===== config.mk =====
export PLATFORM = sky130hd
export DESIGN_NAME = trace_event_counters_flat
export DESIGN_NICKNAME = d
export VERILOG_FILES = /design/src/rtl/trace_event_counters_if.sv /design/src/rtl/trace_event_counters.sv /design/src/flat_wrapper.sv
export SDC_FILE = /design/constraint.sdc
export NUM_CORES = 1
export LEC_CHECK = 0
export BUFFER_PORTS_ARGS = -buffer_cell sky130_fd_sc_hd__buf_2
export CAP_MARGIN = 20
export CORE_UTILIZATION = 45
export DETAILED_ROUTE_END_ITERATION = 7
export PLACE_DENSITY = 0.73
export SKIP_CTS_REPAIR_TIMING = 1
export SYNTH_ARGS = -nofsm -noshare
export SYNTH_HDL_FRONTEND = slang
export SYNTH_SLANG_ARGS = --single-unit

===== constraint.sdc =====
create_clock -name clk -period 4.8 [get_ports clk]
set_input_delay 0.48 -clock clk [delete_from_list [all_inputs] [get_ports clk]]
set_output_delay 0.48 -clock clk [all_outputs]
set_load 0.05 [all_outputs]

===== src/rtl/trace_event_counters_if.sv =====
// Register access bus for the trace event counter bank.
// One request per cycle; reads answer exactly one cycle later.
interface trace_event_counters_if;
    logic        reg_valid;
    logic        reg_write;
    logic [5:0]  reg_addr;
    logic [31:0] reg_wdata;
    logic        reg_rvalid;
    logic [31:0] reg_rdata;

    modport master (
        output reg_valid, reg_write, reg_addr, reg_wdata,
        input  reg_rvalid, reg_rdata
    );

    modport slave (
        input  reg_valid, reg_write, reg_addr, reg_wdata,
        output reg_rvalid, reg_rdata
    );
endinterface


===== src/rtl/trace_event_counters.sv =====
// Performance counter bank fed by the core's per-cycle trace event vector.
// Software access is through a registered word port with sticky overflow flags.
module trace_event_counters #(
    parameter int unsigned NUM_COUNTERS  = 4,
    parameter int unsigned COUNTER_WIDTH = 48
) (
    input  logic                   clk,
    input  logic                   rst_n,
    // Packed event vector: bit 0 = br_is_call, bit 32 = early_branch_correction.
    input  logic [32:0]            events_i,
    trace_event_counters_if.slave  bus,
    output logic                   overflow_irq
);
    localparam int unsigned N  = NUM_COUNTERS;
    localparam int unsigned W  = COUNTER_WIDTH;
    localparam int unsigned HW = W - 32;

    logic [32:0]   ev_q;
    logic [W-1:0]  cnt_q [N];
    logic [W-1:0]  cnt_d [N];
    logic [5:0]    sel_q [N];
    logic [5:0]    sel_d [N];
    logic [N-1:0]  en_q, en_d, irq_en_q, irq_en_d, ovf_q, ovf_d;
    logic          freeze_q, freeze_d;
    logic [HW-1:0] shadow_q, shadow_d;
    logic          rvalid_q, rvalid_d;
    logic [31:0]   rdata_q, rdata_d;

    logic          wr, rd, clear_all, acc_cnt, hit;
    logic [3:0]    acc_idx;
    logic [1:0]    acc_sub;
    logic [63:0]   ev_ext;
    logic [31:0]   hi_rd;

    always_comb begin
        cnt_d     = cnt_q;
        sel_d     = sel_q;
        en_d      = en_q;
        irq_en_d  = irq_en_q;
        ovf_d     = ovf_q;
        freeze_d  = freeze_q;
        shadow_d  = shadow_q;
        rdata_d   = rdata_q;
        hit       = 1'b0;
        hi_rd     = '0;
        hi_rd[HW-1:0] = shadow_q;

        wr        = bus.reg_valid & bus.reg_write;
        rd        = bus.reg_valid & ~bus.reg_write;
        rvalid_d  = rd;
        // Word 4+4k..7+4k belong to counter k; sub-word 3 is a hole.
        acc_idx   = bus.reg_addr[5:2] - 4'd1;
        acc_sub   = bus.reg_addr[1:0];
        acc_cnt   = bus.reg_addr[5:2] != 4'd0;
        clear_all = wr && bus.reg_addr == 6'd0 && bus.reg_wdata[1];
        // Selects above 32 land in the zero-padded upper half.
        ev_ext    = {31'b0, ev_q};

        if (wr && bus.reg_addr == 6'd0) freeze_d = bus.reg_wdata[0];
        if (wr && bus.reg_addr == 6'd1) ovf_d = ovf_q & ~bus.reg_wdata[N-1:0];

        if (rd) begin
            rdata_d = '0;
            if (bus.reg_addr == 6'd0) rdata_d[0] = freeze_q;
            if (bus.reg_addr == 6'd1) rdata_d[N-1:0] = ovf_q;
        end

        for (int k = 0; k < N; k++) begin
            logic match;
            match = acc_cnt && acc_idx == 4'(k);
            hit   = en_q[k] & ~freeze_q & ev_ext[sel_q[k]];

            if (rd && match) begin
                case (acc_sub)
                    2'd0: rdata_d = {22'b0, irq_en_q[k], en_q[k], 2'b0, sel_q[k]};
                    2'd1: begin
                        rdata_d  = cnt_q[k][31:0];
                        shadow_d = cnt_q[k][W-1:32];
                    end
                    2'd2: rdata_d = hi_rd;
                    default: rdata_d = '0;
                endcase
            end

            if (wr && match && acc_sub == 2'd0) begin
                sel_d[k]    = bus.reg_wdata[5:0];
                en_d[k]     = bus.reg_wdata[8];
                irq_en_d[k] = bus.reg_wdata[9];
            end

            // Wrap sets the flag after the W1C above, so set wins.
            if (clear_all) begin
                cnt_d[k] = '0;
            end else if (wr && match && acc_sub == 2'd1) begin
                cnt_d[k][31:0] = bus.reg_wdata;
            end else if (wr && match && acc_sub == 2'd2) begin
                cnt_d[k][W-1:32] = bus.reg_wdata[HW-1:0];
            end else if (hit) begin
                cnt_d[k] = cnt_q[k] + W'(1);
                if (&cnt_q[k]) ovf_d[k] = 1'b1;
            end
        end
    end

    always_ff @(posedge clk) begin
        if (!rst_n) begin
            ev_q     <= '0;
            for (int k = 0; k < N; k++) begin
                cnt_q[k] <= '0;
                sel_q[k] <= '0;
            end
            en_q     <= '0;
            irq_en_q <= '0;
            ovf_q    <= '0;
            freeze_q <= 1'b0;
            shadow_q <= '0;
            rvalid_q <= 1'b0;
            rdata_q  <= '0;
        end else begin
            ev_q     <= events_i;
            cnt_q    <= cnt_d;
            sel_q    <= sel_d;
            en_q     <= en_d;
            irq_en_q <= irq_en_d;
            ovf_q    <= ovf_d;
            freeze_q <= freeze_d;
            shadow_q <= shadow_d;
            rvalid_q <= rvalid_d;
            rdata_q  <= rdata_d;
        end
    end

    assign bus.reg_rvalid = rvalid_q;
    assign bus.reg_rdata  = rdata_q;
    assign overflow_irq   = |(ovf_q & irq_en_q);

endmodule


===== src/flat_wrapper.sv =====
// flat-port wrapper written by rule: the top's interface ports become plain ports
module trace_event_counters_flat 
#(
    parameter int unsigned NUM_COUNTERS  = 4,
    parameter int unsigned COUNTER_WIDTH = 48
)
  (clk, rst_n, events_i, overflow_irq, bus_reg_valid, bus_reg_write, bus_reg_addr, bus_reg_wdata, bus_reg_rvalid, bus_reg_rdata);
  trace_event_counters_if bus_i ();
  input  logic clk;
  input  logic rst_n;
  input  logic [32:0] events_i;
  output logic overflow_irq;
  input wire logic [$bits(bus_i.reg_valid)-1:0] bus_reg_valid;
  input wire logic [$bits(bus_i.reg_write)-1:0] bus_reg_write;
  input wire logic [$bits(bus_i.reg_addr)-1:0] bus_reg_addr;
  input wire logic [$bits(bus_i.reg_wdata)-1:0] bus_reg_wdata;
  output wire logic [$bits(bus_i.reg_rvalid)-1:0] bus_reg_rvalid;
  output wire logic [$bits(bus_i.reg_rdata)-1:0] bus_reg_rdata;
  assign bus_i.reg_valid = bus_reg_valid;
  assign bus_i.reg_write = bus_reg_write;
  assign bus_i.reg_addr = bus_reg_addr;
  assign bus_i.reg_wdata = bus_reg_wdata;
  assign bus_reg_rvalid = bus_i.reg_rvalid;
  assign bus_reg_rdata = bus_i.reg_rdata;
  trace_event_counters #(.NUM_COUNTERS(NUM_COUNTERS), .COUNTER_WIDTH(COUNTER_WIDTH)) u_core (.clk(clk), .rst_n(rst_n), .events_i(events_i), .bus(bus_i), .overflow_irq(overflow_irq));
endmodule

==> flow_summary.yaml <==
placement:
  place_area_um2: 20030
  hpwl_um: 59200
  port_buffers: 108
  gp_congestion: 1.052
setup_path:
  critPathMaxFanout: 37
  start_kind: "register"
  cp.arrival_ns: 4.21
  path_class: "reg -> reg"
  rr_startpoint: "u_core.sel_q[6]$_SDFFE_PN0P_"
  required_ns: 5.28
  critical_path.startpoint: "u_core.sel_q[6]$_SDFFE_PN0P_"
  end_kind: "register"
floorplanning:
  rows: 75
  dieArea_um2: 43450
  io_pins: 109
  start_util_pct: 45.72
  die_w_um: 208.4
  die_h_um: 208.4
  core-area_um2: 41950
cells_and_area:
  drive_above_1_share_pct: 12.58
  nets: 2626
  area_growth_pct: 11.75
  fillers: 4000
  stdcell_area_um2: 21430
yosys:
  synth.top_cells.by_area: "dfxtp_1 32%, a21oi_1 6.8%, nand2_1 6.6%"
  netlist_instances: 2547
  syn_avg_cell_area_um2: 7.530
  async_flop_share_pct: 0
  ys_seq_area_share_pct: 32.46
  synth_cell_types: 93
  synthesis.nets: 2626
  netlist_area_um2: 19180
  netlist_top_cells_count: "339 x nand2_1, 311 x dfxtp_1, 262 x a21oi_1"
  yosys.area.top_type: "dfxtp_1"
  yosysWarnings: 0
  synth-main-ff-cell: "dfxtp_1"
  ys_ff_latch: 311
  synth.top_cell.area_share_pct: 32.46
  synth_most_common_cell: "nand2_1"
  synth_edf_count: 0
clocking:
  htreeDepth: 2
  clkSinkCount: 311
  insertion_delay_ns: 0.60
  clk_pin_slew_ns: 0.06
  cts_buffer_depth: 3
  cts_tree: "yes"
  cts_inserted_buffers: 38
  cts-root-buf: "clkbuf_16"
power:
  power_density_nw_per_um2: 295.3
  total_leakage_power_nw: 6.885
  vdd_drop_max_mv: 0.2748
sta:
  fin_setup_tns_ns: 0
  max_slew_margin_pct: 34.20
  setup_viol: 0
  period_share_pct: 77.73
  drv_slew: 0
  timing.fmax_mhz: 268.0
  min_period_ns: 3.731
  fin_worst_skew_ns: 0.03479
  rsz0062_at_grt: "no"
  worstMarginPinSlew_ns: 0.9812
  hold_viol: 0
min_path:
  hold_path_class: "in -> reg"
  min_from: "events_i[10]"
global_route:
  grt_max_degree: 72
  grt-ovfl-total: 0
  grt_antenna_before_repair: 1
  grt_pass1_wl_um: 123500
  grt_pass1_vias: 20042
  grtUsageTotal_pct: 37.33
route:
  via_per_inst: 7.032
  drc: 4
  drtIter0Drc: 3422
  wl_um: 83850
  wl_per_cell_um: 26.91
  detail-route-antenna-nets: 0
  firstDrtPassIters: 8
  routed-via-count: 21912
run_status:
  violations: "design-rule violations"
  status: "complete, but fails checks"
flow_run:
  maxCapViolCount: 0
-- worst max-delay path: stages, from the launching register on --
cell	delay, ns
dfxtp_1	0.71
mux4_2	0.57
nand2b_1	0.15
a41o_1	0.24
o211ai_1	0.35
a21boi_2	0.33
o21ai_4	0.84
nor2_1	0.14
o221a_2	0.29
-- per-layer routing --
layer  GRT usage (%)  vias up  wire (um)
met2           55.53     1589      35820
li1                -     9573          -
met1           50.79    10513      32520
met3           9.313      235      11950
met4           16.70        2       3531
met5               0        -         31
-- sequential cells by signal (all words and copies together), names as in the netlist --
register	cells
u_core.shadow_q	16
u_core.bus.reg_rdata	32
u_core.ev_q	33
u_core.ovf_q	4
u_core.freeze_q	1
u_core.en_q	4
u_core.irq_en_q	4
u_core.cnt_q	192
u_core.bus.reg_rvalid	1
u_core.sel_q	24
-- power by group --
part           internal, mW  switching (mW)
Sequential             2.63          0.0785
Combinational         0.117           0.301
Clock                  1.94            1.26
-- path summary, 6_finish.rpt --
check / endpoint / slack [ns] / cells past startpoint
min reg2reg: u_core.bus.reg_rdata[30]$_SDFFE_PN0P_ / 0.49 / 2
max: u_core.cnt_q[78]$_SDFFE_PP0P_ / 1.07 / 8
min: u_core.ev_q[10]$_SDFF_PN0_ / 0.11 / 2
max reg2reg: u_core.cnt_q[78]$_SDFFE_PP0P_ / 1.07 / 8
-- cells in the final DEF (no fill, tap or decap), types with 26 or more instances in the layout --
master and instances:
a211oi_1 80, a21oi_1 261, a22oi_1 31, a31oi_1 38, and2_1 49, and3_1 26, buf_2 108, buf_4 53
clkbuf_16 39, dfxtp_1 311, mux2i_1 56, nand2_1 338, nand2b_1 28, nand3_1 134, nand4_1 40, nor2_1 218
nor3_1 80, o211ai_1 37, o21ai_0 146, o31ai_1 33, or3_1 30
-- cells by family (layout without fill, tap and decap cells) --
| group | Yosys count | in the layout | synth area share, % |
|---|---|---|---|
| flops | 311 | 311 | 32.46 |
| other cells | 0 | 1 | 0 |
| mux | 84 | 84 | 6.191 |
| fa+ha+maj | 4 | 4 | 0.2610 |
| buf+inv | 226 | 255 | 4.854 |
| compound gates | 850 | 850 | 29.14 |
| simple gates | 1067 | 1067 | 26.87 |
| xor+xnor | 5 | 5 | 0.2283 |
-- cell type report --
class | instances | area (um2) | area share, %
inverter | 24 | 90.09 | 0.4203
multi-input combinational | 2010 | 12110 | 56.50
clock buffer | 52 | 1105 | 5.155
tap | 539 | 674.4 | 3.147
antenna | 1 | 2.502 | 0.01168
sequential | 311 | 6226 | 29.05
clock inverter | 17 | 259.0 | 1.208
timing repair buffer | 162 | 965.9 | 4.507
-- through the flow --
step,setup slack (ns),utilization [%],power [mW],hold slack (ns),cells
finish,1.069,51.09,6.329,0.1129,3116
global route,0.8859,51.09,6.435,0.1192,3115
CTS,1.095,51.00,6.295,0.1005,3113
detailed placement,1.113,47.75,3.155,0.4765,3044
global placement,1.187,47.75,3.148,0.4698,3044
floorplan,2.250,-,2.948,0.4483,2547
(Power assumes the default switching activity.)
